**src/rtl/aes_key_sched_pkg.sv**
```systemverilog
// Shared AES definitions for the key schedule controller.
// Contents:
//   aes_op_e         - cipher direction (AES_ENC / AES_DEC)
//   aes_key_len_e    - one-hot key length (AES_128 / AES_192 / AES_256)
//   key_words_sel_e  - which 128-bit window of the 256-bit key register forms rk_o
//   num_rounds()     - round count for a key length
//   mod3()           - small modulo-3 helper for the AES-192 window rotation
package aes_key_sched_pkg;

  typedef enum logic {
    AES_ENC = 1'b0,
    AES_DEC = 1'b1
  } aes_op_e;

  typedef enum logic [2:0] {
    AES_128 = 3'b001,
    AES_192 = 3'b010,
    AES_256 = 3'b100
  } aes_key_len_e;

  typedef enum logic [1:0] {
    KEY_WORDS_0123 = 2'd0,
    KEY_WORDS_2345 = 2'd1,
    KEY_WORDS_4567 = 2'd2,
    KEY_WORDS_ZERO = 2'd3
  } key_words_sel_e;

  function automatic logic [3:0] num_rounds(input logic [2:0] key_len);
    logic [3:0] nr;
    case (key_len)
      AES_128: nr = 4'd10;
      AES_192: nr = 4'd12;
      AES_256: nr = 4'd14;
      default: nr = 4'd10;
    endcase
    return nr;
  endfunction

  function automatic logic [1:0] mod3(input logic [3:0] e);
    return 2'(e % 4'd3);
  endfunction

endpackage

```
**src/rtl/aes_key_sched_if.sv**
```systemverilog
// Control and round-key bus of the AES key schedule controller.
// Signal names are given from the controller's point of view.
//   start_i/ready_o   : a start is accepted in a cycle where start_i & ready_o.
//   mode_i, key_len_i, key_i : sampled together with an accepted start.
//   clear_i           : wipe request, accepted in any cycle.
//   err_o             : one-cycle pulse after a rejected start.
//   busy_o            : controller is not idle.
//   rk_o/rk_valid_o/rk_ready_i/rk_last_o : round-key stream.
// Handshake rule: a round key transfers in a cycle where rk_valid_o & rk_ready_i;
// while rk_valid_o=1 and rk_ready_i=0, rk_o and rk_last_o hold; rk_ready_i is
// ignored while rk_valid_o=0.
interface aes_key_sched_if;
  logic         start_i;
  logic         ready_o;
  logic         mode_i;
  logic [2:0]   key_len_i;
  logic [255:0] key_i;
  logic         clear_i;
  logic         err_o;
  logic         busy_o;
  logic [127:0] rk_o;
  logic         rk_valid_o;
  logic         rk_ready_i;
  logic         rk_last_o;

  modport slave (
    input  start_i, mode_i, key_len_i, key_i, clear_i, rk_ready_i,
    output ready_o, err_o, busy_o, rk_o, rk_valid_o, rk_last_o
  );

  modport master (
    output start_i, mode_i, key_len_i, key_i, clear_i, rk_ready_i,
    input  ready_o, err_o, busy_o, rk_o, rk_valid_o, rk_last_o
  );
endinterface

```
**src/rtl/aes_key_sched.sv**
```systemverilog
// AES key schedule controller. Sequences an external key expander (ke_* ports)
// to produce num_rounds+1 round keys for AES-128/192/256, in forward order for
// encryption and reverse order for decryption (after a forward pre-expansion).
// Ports:
//   clk_i, rst_i  : clock, synchronous active-high reset
//   bus           : control / round-key bus (aes_key_sched_if.slave)
//   ke_mode_o, ke_step_o, ke_clear_o, ke_round_o, ke_key_len_o, ke_key_o : to expander
//   ke_key_i      : next key from expander (combinational from ke_key_o)
//   dbg_state_o   : current FSM state encoding
module aes_key_sched
  import aes_key_sched_pkg::*;
#(
  parameter bit AES192Enable = 1'b1
) (
  input  logic           clk_i,
  input  logic           rst_i,
  aes_key_sched_if.slave bus,
  output logic           ke_mode_o,
  output logic           ke_step_o,
  output logic           ke_clear_o,
  output logic [3:0]     ke_round_o,
  output logic [2:0]     ke_key_len_o,
  output logic [255:0]   ke_key_o,
  input  logic [255:0]   ke_key_i,
  output logic [1:0]     dbg_state_o
);

  typedef enum logic [1:0] {
    IDLE       = 2'd0,
    DEC_EXPAND = 2'd1,
    ROUND      = 2'd2,
    CLEAR      = 2'd3
  } state_e;

  state_e         state_q, state_d;
  logic [255:0]   key_full_q, key_full_d;
  logic [3:0]     round_q, round_d;
  logic           mode_q, mode_d;
  logic [2:0]     key_len_q, key_len_d;
  logic           init_q, init_d;
  logic           err_q, err_d;

  logic [3:0]     nr;
  logic [3:0]     e;
  logic           key_len_ok;
  logic           rk_valid, rk_last;
  key_words_sel_e sel;
  logic [127:0]   rk_sel;

  assign nr = num_rounds(key_len_q);

  assign key_len_ok = (bus.key_len_i == AES_128) || (bus.key_len_i == AES_256) ||
                      (AES192Enable && (bus.key_len_i == AES_192));

  always_comb begin
    state_d    = state_q;
    key_full_d = key_full_q;
    round_d    = round_q;
    mode_d     = mode_q;
    key_len_d  = key_len_q;
    init_d     = init_q;
    err_d      = 1'b0;
    ke_step_o  = 1'b0;
    ke_clear_o = 1'b0;
    ke_mode_o  = mode_q;
    rk_valid   = 1'b0;
    rk_last    = 1'b0;

    unique case (state_q)
      IDLE: begin
        if (bus.start_i) begin
          if (key_len_ok) begin
            key_full_d = bus.key_i;
            mode_d     = bus.mode_i;
            key_len_d  = bus.key_len_i;
            round_d    = 4'd0;
            init_d     = 1'b1;
            state_d    = (bus.mode_i == AES_DEC) ? DEC_EXPAND : ROUND;
          end else begin
            err_d = 1'b1;
          end
        end
      end
      DEC_EXPAND: begin
        // Walk the schedule forward to the last round key, then re-arm the
        // expander in the inverse direction.
        ke_mode_o = AES_ENC;
        if (init_q) begin
          ke_clear_o = 1'b1;
          init_d     = 1'b0;
        end else if (round_q < nr) begin
          ke_step_o  = 1'b1;
          key_full_d = ke_key_i;
          round_d    = round_q + 4'd1;
        end else begin
          ke_clear_o = 1'b1;
          ke_mode_o  = AES_DEC;
          round_d    = 4'd0;
          state_d    = ROUND;
        end
      end
      ROUND: begin
        if (init_q) begin
          ke_clear_o = 1'b1;
          init_d     = 1'b0;
        end else begin
          rk_valid = 1'b1;
          rk_last  = (round_q == nr);
          if (bus.rk_ready_i) begin
            if (rk_last) begin
              state_d = IDLE;
            end else begin
              ke_step_o  = 1'b1;
              key_full_d = ke_key_i;
              round_d    = round_q + 4'd1;
            end
          end
        end
      end
      CLEAR: begin
        ke_clear_o = 1'b1;
        key_full_d = '0;
        state_d    = IDLE;
      end
      default: state_d = IDLE;
    endcase

    // A wipe overrides any start, step or handshake in the same cycle.
    if (bus.clear_i) begin
      state_d    = CLEAR;
      key_full_d = '0;
      round_d    = 4'd0;
      init_d     = 1'b0;
      err_d      = 1'b0;
      ke_step_o  = 1'b0;
    end
  end

  always_ff @(posedge clk_i) begin
    if (rst_i) begin
      state_q    <= IDLE;
      key_full_q <= '0;
      round_q    <= '0;
      mode_q     <= 1'b0;
      key_len_q  <= '0;
      init_q     <= 1'b0;
      err_q      <= 1'b0;
    end else begin
      state_q    <= state_d;
      key_full_q <= key_full_d;
      round_q    <= round_d;
      mode_q     <= mode_d;
      key_len_q  <= key_len_d;
      init_q     <= init_d;
      err_q      <= err_d;
    end
  end

  // Decryption consumes the schedule backwards, so the window index counts down.
  assign e = (mode_q == AES_DEC) ? (nr - round_q) : round_q;

  always_comb begin
    sel = KEY_WORDS_ZERO;
    case (key_len_q)
      AES_128: sel = KEY_WORDS_0123;
      AES_192: begin
        // Six-word register: round keys rotate through three overlapping windows.
        case (mod3(e))
          2'd0:    sel = KEY_WORDS_0123;
          2'd1:    sel = KEY_WORDS_4567;
          default: sel = KEY_WORDS_2345;
        endcase
      end
      AES_256: sel = (e == 4'd0) ? KEY_WORDS_0123 : KEY_WORDS_4567;
      default: sel = KEY_WORDS_ZERO;
    endcase

    case (sel)
      KEY_WORDS_0123: rk_sel = key_full_q[255:128];
      KEY_WORDS_2345: rk_sel = key_full_q[191:64];
      KEY_WORDS_4567: rk_sel = key_full_q[127:0];
      default:        rk_sel = '0;
    endcase
  end

  assign bus.rk_o       = rk_sel;
  assign bus.rk_valid_o = rk_valid;
  assign bus.rk_last_o  = rk_last;
  assign bus.ready_o    = (state_q == IDLE);
  assign bus.busy_o     = (state_q != IDLE);
  assign bus.err_o      = err_q;
  assign ke_round_o     = round_q;
  assign ke_key_len_o   = key_len_q;
  assign ke_key_o       = key_full_q;
  assign dbg_state_o    = state_q;

endmodule

```
**src/flat_wrapper.sv**
```systemverilog
// flat-port wrapper written by rule: the top's interface ports become plain ports
module aes_key_sched_flat import aes_key_sched_pkg::*;
#(
  parameter bit AES192Enable = 1'b1
)
  (clk_i, rst_i, ke_mode_o, ke_step_o, ke_clear_o, ke_round_o, ke_key_len_o, ke_key_o, ke_key_i, dbg_state_o, bus_start_i, bus_mode_i, bus_key_len_i, bus_key_i, bus_clear_i, bus_rk_ready_i, bus_ready_o, bus_err_o, bus_busy_o, bus_rk_o, bus_rk_valid_o, bus_rk_last_o);
  aes_key_sched_if bus_i ();
  input  logic clk_i;
  input  logic rst_i;
  output logic ke_mode_o;
  output logic ke_step_o;
  output logic ke_clear_o;
  output logic [3:0] ke_round_o;
  output logic [2:0] ke_key_len_o;
  output logic [255:0] ke_key_o;
  input  logic [255:0] ke_key_i;
  output logic [1:0] dbg_state_o;
  input wire logic [$bits(bus_i.start_i)-1:0] bus_start_i;
  input wire logic [$bits(bus_i.mode_i)-1:0] bus_mode_i;
  input wire logic [$bits(bus_i.key_len_i)-1:0] bus_key_len_i;
  input wire logic [$bits(bus_i.key_i)-1:0] bus_key_i;
  input wire logic [$bits(bus_i.clear_i)-1:0] bus_clear_i;
  input wire logic [$bits(bus_i.rk_ready_i)-1:0] bus_rk_ready_i;
  output wire logic [$bits(bus_i.ready_o)-1:0] bus_ready_o;
  output wire logic [$bits(bus_i.err_o)-1:0] bus_err_o;
  output wire logic [$bits(bus_i.busy_o)-1:0] bus_busy_o;
  output wire logic [$bits(bus_i.rk_o)-1:0] bus_rk_o;
  output wire logic [$bits(bus_i.rk_valid_o)-1:0] bus_rk_valid_o;
  output wire logic [$bits(bus_i.rk_last_o)-1:0] bus_rk_last_o;
  assign bus_i.start_i = bus_start_i;
  assign bus_i.mode_i = bus_mode_i;
  assign bus_i.key_len_i = bus_key_len_i;
  assign bus_i.key_i = bus_key_i;
  assign bus_i.clear_i = bus_clear_i;
  assign bus_i.rk_ready_i = bus_rk_ready_i;
  assign bus_ready_o = bus_i.ready_o;
  assign bus_err_o = bus_i.err_o;
  assign bus_busy_o = bus_i.busy_o;
  assign bus_rk_o = bus_i.rk_o;
  assign bus_rk_valid_o = bus_i.rk_valid_o;
  assign bus_rk_last_o = bus_i.rk_last_o;
  aes_key_sched #(.AES192Enable(AES192Enable)) u_core (.clk_i(clk_i), .rst_i(rst_i), .bus(bus_i), .ke_mode_o(ke_mode_o), .ke_step_o(ke_step_o), .ke_clear_o(ke_clear_o), .ke_round_o(ke_round_o), .ke_key_len_o(ke_key_len_o), .ke_key_o(ke_key_o), .ke_key_i(ke_key_i), .dbg_state_o(dbg_state_o));
endmodule
```
**config.mk**
```make
export PLATFORM = sky130hd
export DESIGN_NAME = aes_key_sched_flat
export DESIGN_NICKNAME = d
export VERILOG_FILES = /design/src/rtl/aes_key_sched_pkg.sv /design/src/rtl/aes_key_sched_if.sv /design/src/rtl/aes_key_sched.sv /design/src/flat_wrapper.sv
export SDC_FILE = /design/constraint.sdc
export NUM_CORES = 1
export LEC_CHECK = 0
export ABC_AREA = 1
export CAP_MARGIN = 5
export CORE_AREA = 2 2 358 360
export CTS_CLUSTER_SIZE = 24
export DETAILED_ROUTE_END_ITERATION = 6
export DIE_AREA = 0 0 360 362
export PLACE_DENSITY_LB_ADDON = 0.05
export SKIP_CTS_REPAIR_TIMING = 1
export SLEW_MARGIN = 30
export SYNTH_ARGS = -nofsm -noshare
export SYNTH_HDL_FRONTEND = slang
export SYNTH_SLANG_ARGS = --single-unit
```
**constraint.sdc**
```tcl
create_clock -name clk_i -period 5.1 [get_ports clk_i]
set_clock_uncertainty 0.15 [all_clocks]
set_input_delay 0.51 -clock clk_i [delete_from_list [all_inputs] [get_ports clk_i]]
set_output_delay 0.51 -clock clk_i [all_outputs]
set_load 0.01 [all_outputs]
```
* Yosys cells after proc, flatten, opt, wreduce, memory -nomap -nowiden
Cells that the tools add are included.
** Operators by class
- Muxes and demuxes :: 53
- Shifts and indexed selects :: 0
- Add/subtract/negate cells :: 2
- $mul :: 0
- Divide/modulo/power cells :: 1
- $lt $le $gt $ge :: 1
- Equal/unequal tests :: 27
- Bitwise gates (word level) :: 2
- Reductions and logical operators :: 17
** Operators by type and width (number)
- 2-to-1 mux 256 bit :: 7
- one-hot mux 256 bit (4 select lines) :: 1
- one-hot mux 128 bit (3 select lines) :: 1
- 2-to-1 mux 4 bit :: 8
- AND reduction 7 bit :: 3
- 2-to-1 mux 2 bit :: 10
- 2-to-1 mux 1 bit :: 18
- != test 3 bit, second input constant :: 5
- one-hot mux 4 bit (3 select lines) :: 1
- != test 2 bit, second input constant :: 5
- one-hot mux 2 bit (4 select lines) :: 1
- equality test 2 x 1 -> 1 bit, second input constant :: 3
- equality test 2 bit, second input constant :: 3
- equality test 3 x 1 -> 1 bit, second input constant :: 2
- equality test 3 x 2 -> 1 bit, second input constant :: 2
- equality test 3 bit, second input constant :: 2
- zero test 2 bit :: 3
- != test 3 x 2 -> 1 bit, second input constant :: 2
- one-hot mux 2 bit (3 select lines) :: 1
- one-hot mux 3 bit (2 select lines) :: 1
- AND reduction 3 bit :: 2
- adder 4 x 1 -> 4 bit, second input constant :: 1
- equality test 4 bit :: 1
- zero test 4 bit :: 1
- 13 further kinds :: 19
** Word-level totals
- Output and inout port bits :: 401
- Flip-flop bits (word level) :: 268
- ROM bits :: 0
- Bits in writable memories :: 0
- Input bits :: 521
- Logic and storage cells :: 110
- Bits in latches :: 0
- Memories :: 0

* Logic depth before layout (Yosys ltp)
- Word-level depth :: 10
- Mapped depth :: 29
- Mapped depth without buffers :: 27

* Worst setup path after synthesis
Ideal clock, no wire load.
- Path type :: reg-to-output
- Start point :: reg u_core.key_len_q[0], in the netlist u_core.ke_key_len_o[0]
- End point :: out bus_rk_o[100]
- Arrival :: 3483 ps
- Cell stages (with the launch flop) :: 29
- Setup slack :: 957 ps
- Data required time :: 4440 ps
- Path buffers :: 2
- Cell sequence :: dfxtp_1 -> inv_1 -> nand3_1 -> inv_1 -> or2_2 -> ha_1 -> inv_1 -> nand2_1 -> nand3_1 -> o21ai_1 -> nand3_1 -> inv_1 -> ha_1 -> inv_1 -> ha_1 -> nand2_2 -> nand2_1 -> nand2_1 -> inv_1 -> ha_1 -> a21oi_1 -> nand3_1 -> nand2_2 -> nand3_4 -> nand2_4 -> buf_12 -> buf_12 -> nand2_2 -> nand3_2
** Between the ends
- Longest elaborated chain between the ends :: 10
- Elaborated cells between the ends (all ways) :: 17
- Classes of those cells :: add/sub (1); div (1); eq/ne (6); mux (6); reduce/logical (3)
** RTL lines
- start, declared :: line aes_key_sched.sv:39 : logic [2:0] key_len_q, key_len_d;
- start signal, assigned :: line aes_key_sched.sv:153 : key_len_q <= key_len_d;
- equality test 3 bit / equality test 3 x 2 -> 1 bit (equally long branches) :: line aes_key_sched_pkg.sv:30, aes_key_sched.sv:164
- one-hot mux 3 bit (2 select lines) :: line aes_key_sched_pkg.sv:30 : case (key_len)
- subtractor 4 bit :: line aes_key_sched.sv:160 : assign e = (mode_q == AES_DEC) ? (nr - round_q) : round_q;
- 2-to-1 mux 4 bit :: line aes_key_sched.sv:160
- modulo 4 x 2 -> 4 bit :: line aes_key_sched_pkg.sv:40 : return 2'(e % 4'd3);
- equality test 2 x 1 -> 1 bit / zero test 2 bit (equally long branches) :: line aes_key_sched.sv:168 : case (mod3(e))
- one-hot mux 2 bit (2 select lines) :: line aes_key_sched.sv:168
- one-hot mux 2 bit (3 select lines) (*) :: line aes_key_sched.sv:164 : case (key_len_q)
- equality test 2 bit (tied with other cells) :: line aes_key_sched.sv:178 : case (sel)
- one-hot mux 128 bit (3 select lines) (*) :: line aes_key_sched.sv:178
- end, declared :: line flat_wrapper.sv:27 : output wire logic [$bits(bus_i.rk_o)-1:0] bus_rk_o;
Mark *: on every way between the ends. The rest lies on a longest branch, timed or not.

* Worst setup path in the final report
- Start point :: reg u_core.key_len_q[2], in the netlist u_core.ke_key_len_o[2]
- End point :: out bus_rk_o[106]
The elaborated chain is that of the path after synthesis.

==> report_table.html <==
<table>
<tr><th>Metric</th><th>Value</th></tr>
<tr><th colspan="2">Run status</th></tr>
<tr><td>Result of the run</td><td>finished, final reports clean</td></tr>
<tr><th colspan="2">Placement</th></tr>
<tr><td>Final estimated routing congestion in global placement</td><td>0.830</td></tr>
<tr><td>Half-perimeter wire length of the detailed placement result</td><td>91.8 mm</td></tr>
<tr><td>Port bufs</td><td>921</td></tr>
<tr><td>Placement Setup Slack</td><td>0.0226 ns</td></tr>
<tr><th colspan="2">Die</th></tr>
<tr><td>Number of core rows</td><td>131</td></tr>
<tr><td>Die area</td><td>130000 µm²</td></tr>
<tr><td>Effective utilization at floorplan</td><td>0.127</td></tr>
<tr><td>Boundary Pins</td><td>922</td></tr>
<tr><td>Height of the die</td><td>362 µm</td></tr>
<tr><td>Std-Cell Core Area</td><td>127000 µm²</td></tr>
<tr><td>Die width</td><td>360 µm</td></tr>
<tr><th colspan="2">Routing</th></tr>
<tr><td>Iteration-0 DRC Markers</td><td>1397</td></tr>
<tr><td>Detailed-router iteration count before antenna repair</td><td>5</td></tr>
<tr><td>Overall routed net length</td><td>127 mm</td></tr>
<tr><td>Total DRC errors in the routed layout</td><td>0</td></tr>
<tr><td>Remaining antenna violation count after routing</td><td>0</td></tr>
<tr><td>Drt via density</td><td>4.38</td></tr>
<tr><td>Vias after detailed routing</td><td>20952</td></tr>
<tr><td>DR WL/cell</td><td>26.6 µm</td></tr>
<tr><th colspan="2">Setup path</th></tr>
<tr><td>Critical path's largest stage delay</td><td>0.34 ns</td></tr>
<tr><td>Worst-case reg-to-reg path depth</td><td>14</td></tr>
<tr><td>Count of buffering cells on the critical path with inverters included</td><td>10</td></tr>
<tr><td>Origin of the critical flop-to-flop path</td><td>u_core.ke_round_o[1]</td></tr>
<tr><td>Required time at the endpoint of the critical path</td><td>4.44 ns</td></tr>
<tr><td>Critical path startpoint category</td><td>flop</td></tr>
<tr><td>Capturing element type of the critical path</td><td>output port</td></tr>
<tr><td>CP max stage cell</td><td>sky130_fd_sc_hd__dfxtp_2</td></tr>
<tr><td>Number of logic stages on the critical path including buffering</td><td>31</td></tr>
<tr><td>Worst-case register-to-register setup slack</td><td>1.51 ns</td></tr>
<tr><td>Crit path max fanout</td><td>8</td></tr>
<tr><td>Most Frequent Cell on Critical Path</td><td>sky130_fd_sc_hd__nand2_2</td></tr>
<tr><td>Kind of cell adding the most delay to the critical path</td><td>simple AND/OR/NAND/NOR gates</td></tr>
<tr><td>CP Data Arrival Time</td><td>4.29 ns</td></tr>
<tr><td>Destination of the worst register-to-register timing path</td><td>u_core.ke_key_o[59]</td></tr>
<tr><td>Category of the most critical setup path</td><td>reg2out</td></tr>
<tr><th colspan="2">Synth</th></tr>
<tr><td>Synthesized-area fraction occupied by xor and xnor cells</td><td>0</td></tr>
<tr><td>Unique masters post-synth</td><td>35</td></tr>
<tr><td>Synth area leaders</td><td>sky130_fd_sc_hd__dfxtp_1, sky130_fd_sc_hd__a311oi_1, sky130_fd_sc_hd__nand2_1, sky130_fd_sc_hd__nand3_1, sky130_fd_sc_hd__nand3_2</td></tr>
<tr><td>EDFF count, synth</td><td>0</td></tr>
<tr><td>Register area share after synthesis</td><td>0.333</td></tr>
<tr><td>Synthesized instance count</td><td>2204</td></tr>
<tr><td>Combinational family with the most area after synthesis</td><td>simple AND/OR/NAND/NOR gates</td></tr>
<tr><td>Ys flop type</td><td>sky130_fd_sc_hd__dfxtp_1</td></tr>
<tr><td>Mapped Nets</td><td>2737</td></tr>
<tr><td>Total number of yosys warnings</td><td>0</td></tr>
<tr><td>Post-synth design cell area</td><td>16100 µm²</td></tr>
<tr><td>Number of register bits inferred by synthesis</td><td>268</td></tr>
<tr><td>Cell type with the largest total area after synthesis</td><td>sky130_fd_sc_hd__dfxtp_1</td></tr>
<tr><td>Share of synthesized cell area in and, or, nand and nor gates</td><td>0.420</td></tr>
<tr><td>Cell with the most instances after synthesis</td><td>sky130_fd_sc_hd__nand2_1</td></tr>
<tr><td>Top cells by count, synth</td><td>sky130_fd_sc_hd__nand2_1, sky130_fd_sc_hd__nand3_1, sky130_fd_sc_hd__dfxtp_1, sky130_fd_sc_hd__nor2_1, sky130_fd_sc_hd__a311oi_1</td></tr>
<tr><td>Average size of a mapped cell</td><td>7.31 µm²</td></tr>
<tr><td>Proportion of register bits with asynchronous set or reset after synthesis</td><td>0</td></tr>
<tr><td>Proportion of netlist area held by the largest area contributor</td><td>0.333</td></tr>
<tr><td>Arithmetic-cell share of the synthesized area counting full adders, half adders and majority gates</td><td>0.00979</td></tr>
<tr><td>Compound-cell area share of the yosys netlist</td><td>0.152</td></tr>
<tr><td>Mux cell area share after synthesis</td><td>0</td></tr>
<tr><th colspan="2">Layout</th></tr>
<tr><td>Final core utilization</td><td>0.235</td></tr>
<tr><td>Ratio of cells with drive above 1 in the final layout</td><td>0.188</td></tr>
<tr><td>Register area</td><td>5370 µm²</td></tr>
<tr><td>FILL cells</td><td>14050</td></tr>
<tr><td>Net count, final</td><td>3608</td></tr>
<tr><td>Combined area of the multi-input logic cells</td><td>9680 µm²</td></tr>
<tr><td>Synth-to-Final Area Change</td><td>84.8%</td></tr>
<tr><th colspan="2">CTS</th></tr>
<tr><td>Clock transition at path regs</td><td>0.06 ns</td></tr>
<tr><td>CTS tree</td><td>yes</td></tr>
<tr><td>TritonCTS sink count</td><td>268</td></tr>
<tr><td>CTS H-tree lvls</td><td>2</td></tr>
<tr><td>Worst-skew pair later-pin latency</td><td>0.62 ns</td></tr>
<tr><td>Clock root cell</td><td>sky130_fd_sc_hd__clkbuf_16</td></tr>
<tr><td>Num CTS Buffers</td><td>44</td></tr>
<tr><td>Worst-case clock buffer depth</td><td>3</td></tr>
<tr><th colspan="2">Timing</th></tr>
<tr><td>Worst slew margin relative to its limit</td><td>0.274</td></tr>
<tr><td>Clock period minus final worst setup slack</td><td>4.95 ns</td></tr>
<tr><td>Endpoints failing setup</td><td>0</td></tr>
<tr><td>Max Clock Freq</td><td>202 MHz</td></tr>
<tr><td>Transition at the pin with the smallest max-transition slack</td><td>1.09 ns</td></tr>
<tr><td>Ratio of final minimum period to clock period</td><td>0.971</td></tr>
<tr><td>Worst path setup slack after routing</td><td>0.149 ns</td></tr>
<tr><td>Count of endpoints failing hold in the final timing report</td><td>0</td></tr>
<tr><td>RSZ-0062 raised after global routing</td><td>true</td></tr>
<tr><td>Max-slew violation total from the final report</td><td>0</td></tr>
<tr><td>Worst hold slack across all endpoints</td><td>0.313 ns</td></tr>
<tr><th colspan="2">Power</th></tr>
<tr><td>Highest ir drop seen on vdd</td><td>218 µV</td></tr>
<tr><td>Share of total power in the clock network</td><td>0.323</td></tr>
<tr><td>Sequential cell fraction of total power</td><td>0.279</td></tr>
<tr><td>LEAKAGE</td><td>12.0 nW</td></tr>
<tr><td>Internal Power</td><td>5.72 mW</td></tr>
<tr><td>Switching Fraction</td><td>0.404</td></tr>
<tr><td>Power share of the combinational group</td><td>0.398</td></tr>
<tr><td>Tot Pwr</td><td>9.59 mW</td></tr>
<tr><td>Ratio of total power to cell area</td><td>322 nW/µm²</td></tr>
<tr><td>Total net switching power</td><td>3.87 mW</td></tr>
<tr><th colspan="2">Global routing</th></tr>
<tr><td>Overall global routing resource usage</td><td>0.180</td></tr>
<tr><td>Maximum number of pins on one net before global-route repair</td><td>138</td></tr>
<tr><td>First-pass GRT wire length</td><td>170 mm</td></tr>
<tr><td>Number of antenna violations at the first check in global routing</td><td>32</td></tr>
<tr><td>Overflow after GRT</td><td>0</td></tr>
<tr><td>Via count of the first global-routing pass</td><td>20908</td></tr>
<tr><th colspan="2">Min path</th></tr>
<tr><td>Hold depth</td><td>3</td></tr>
<tr><td>Critical hold path startpoint</td><td>bus_key_i[172]</td></tr>
<tr><td>Worst hold path type</td><td>in2reg</td></tr>
<tr><td>Worst Hold Endpoint</td><td>u_core.ke_key_o[172]</td></tr>
<tr><th colspan="2">Job</th></tr>
<tr><td>Max-capacitance violation count</td><td>0</td></tr>
</table>
[power by group through the flow]
stage               combinational (mW)  sequential (mW)  clock (mW)
floorplan                         1.72             2.65           0
global placement                  3.74             2.72           0
detailed placement                3.73             2.72           0
CTS                               3.74             2.68        3.23
global route                      4.14             2.71        3.31
finish                            3.82             2.68        3.09
[worst max path at each step]
stage	startpoint	slack [ns]	end
after floorplan	u_core.ke_key_len_o[0]	0.96	bus_rk_o[100]
after global placement	u_core.ke_key_len_o[0]	-0.13	bus_rk_o[102]
after detailed placement	u_core.ke_key_len_o[0]	0.02	bus_rk_o[102]
after CTS	u_core.ke_key_len_o[0]	-0.70	bus_rk_o[102]
after global routing	u_core.ke_key_len_o[2]	-0.11	bus_rk_o[104]
final	u_core.ke_key_len_o[2]	0.15	bus_rk_o[106]
[kinds of logic after synthesis]
| family | Yosys count |
|---|---|
| AOI/OAI and AO/OA | 291 |
| adders and majority gates | 12 |
| buffers and inverters | 276 |
| and+or+nand+nor | 1357 |
| DFF | 268 |
[sequential cells by signal, summed over array words and instances (netlist names)]
signal,cells
u_core.ke_round_o,4
u_core.mode_q,1
u_core.init_q,1
u_core.dbg_state_o,2
u_core.ke_key_o,256
u_core.ke_key_len_o,3
u_core.bus.err_o,1
[through the flow]
| stage | instance area, µm² | TNS [ns] | std cells |
|---|---|---|---|
| 4_1_cts | 28900 | -75.05 | 4723 |
| 5_1_grt | 29800 | -2.33 | 4782 |
| 6_report | 29800 | 0 | 4783 |
| 2_1_floorplan | 16100 | 0 | 2204 |
| 3_3_place_gp | 27500 | -1.94 | 4644 |
| 3_5_place_dp | 27500 | 0 | 4644 |
[cells in the final DEF, fill, tap and decap left out, types with 30 or more instances in the layout]
master,instances
sky130_fd_sc_hd__nand3_1,279
sky130_fd_sc_hd__buf_12,44
sky130_fd_sc_hd__a311oi_1,256
sky130_fd_sc_hd__buf_4,77
sky130_fd_sc_hd__clkbuf_2,51
sky130_fd_sc_hd__nand4_1,129
sky130_fd_sc_hd__nand3_2,115
sky130_fd_sc_hd__dfxtp_1,265
sky130_fd_sc_hd__nand2_1,429
sky130_fd_sc_hd__buf_6,38
sky130_fd_sc_hd__nor2_1,268
sky130_fd_sc_hd__clkdlybuf4s50_1,793
sky130_fd_sc_hd__clkbuf_16,58
sky130_fd_sc_hd__dlymetal6s2s_1,30
sky130_fd_sc_hd__nand2_2,114
[worst reg2reg max path: stages (launching register included)]
cell and delay [ns]:
sky130_fd_sc_hd__dfxtp_1 0.40, sky130_fd_sc_hd__inv_1 0.10, sky130_fd_sc_hd__buf_4 0.16, sky130_fd_sc_hd__ha_1 0.31, sky130_fd_sc_hd__ha_1 0.19, sky130_fd_sc_hd__nand3_1 0.19
sky130_fd_sc_hd__inv_1 0.06, sky130_fd_sc_hd__a21oi_1 0.19, sky130_fd_sc_hd__nor2_1 0.09, sky130_fd_sc_hd__nor2_1 0.09, sky130_fd_sc_hd__nand3_1 0.18, sky130_fd_sc_hd__inv_8 0.57
sky130_fd_sc_hd__buf_12 0.43, sky130_fd_sc_hd__nor2_1 0.11, sky130_fd_sc_hd__a311oi_1 0.23
[metal layers]
| layer | part of all wire | global-route usage |
|---|---|---|
| met1 | 0.41 | 0.213 |
| met2 | 0.50 | 0.321 |
| met3 | 0.067 | 0.0488 |
| met4 | 0.021 | 0.0409 |
| met5 | 0.0014 | 0 |
[area by class of cell]
class,instances,share of cell area
inverter,35,0.00551
antenna,13,0.00109
sequential,268,0.180
tap,1662,0.0699
timing repair buffer,1065,0.370
clock buffer,69,0.0446
clock inverter,10,0.00303
multi-input combinational,1661,0.325
No activity file was read; power rests on OpenSTA's default activity.
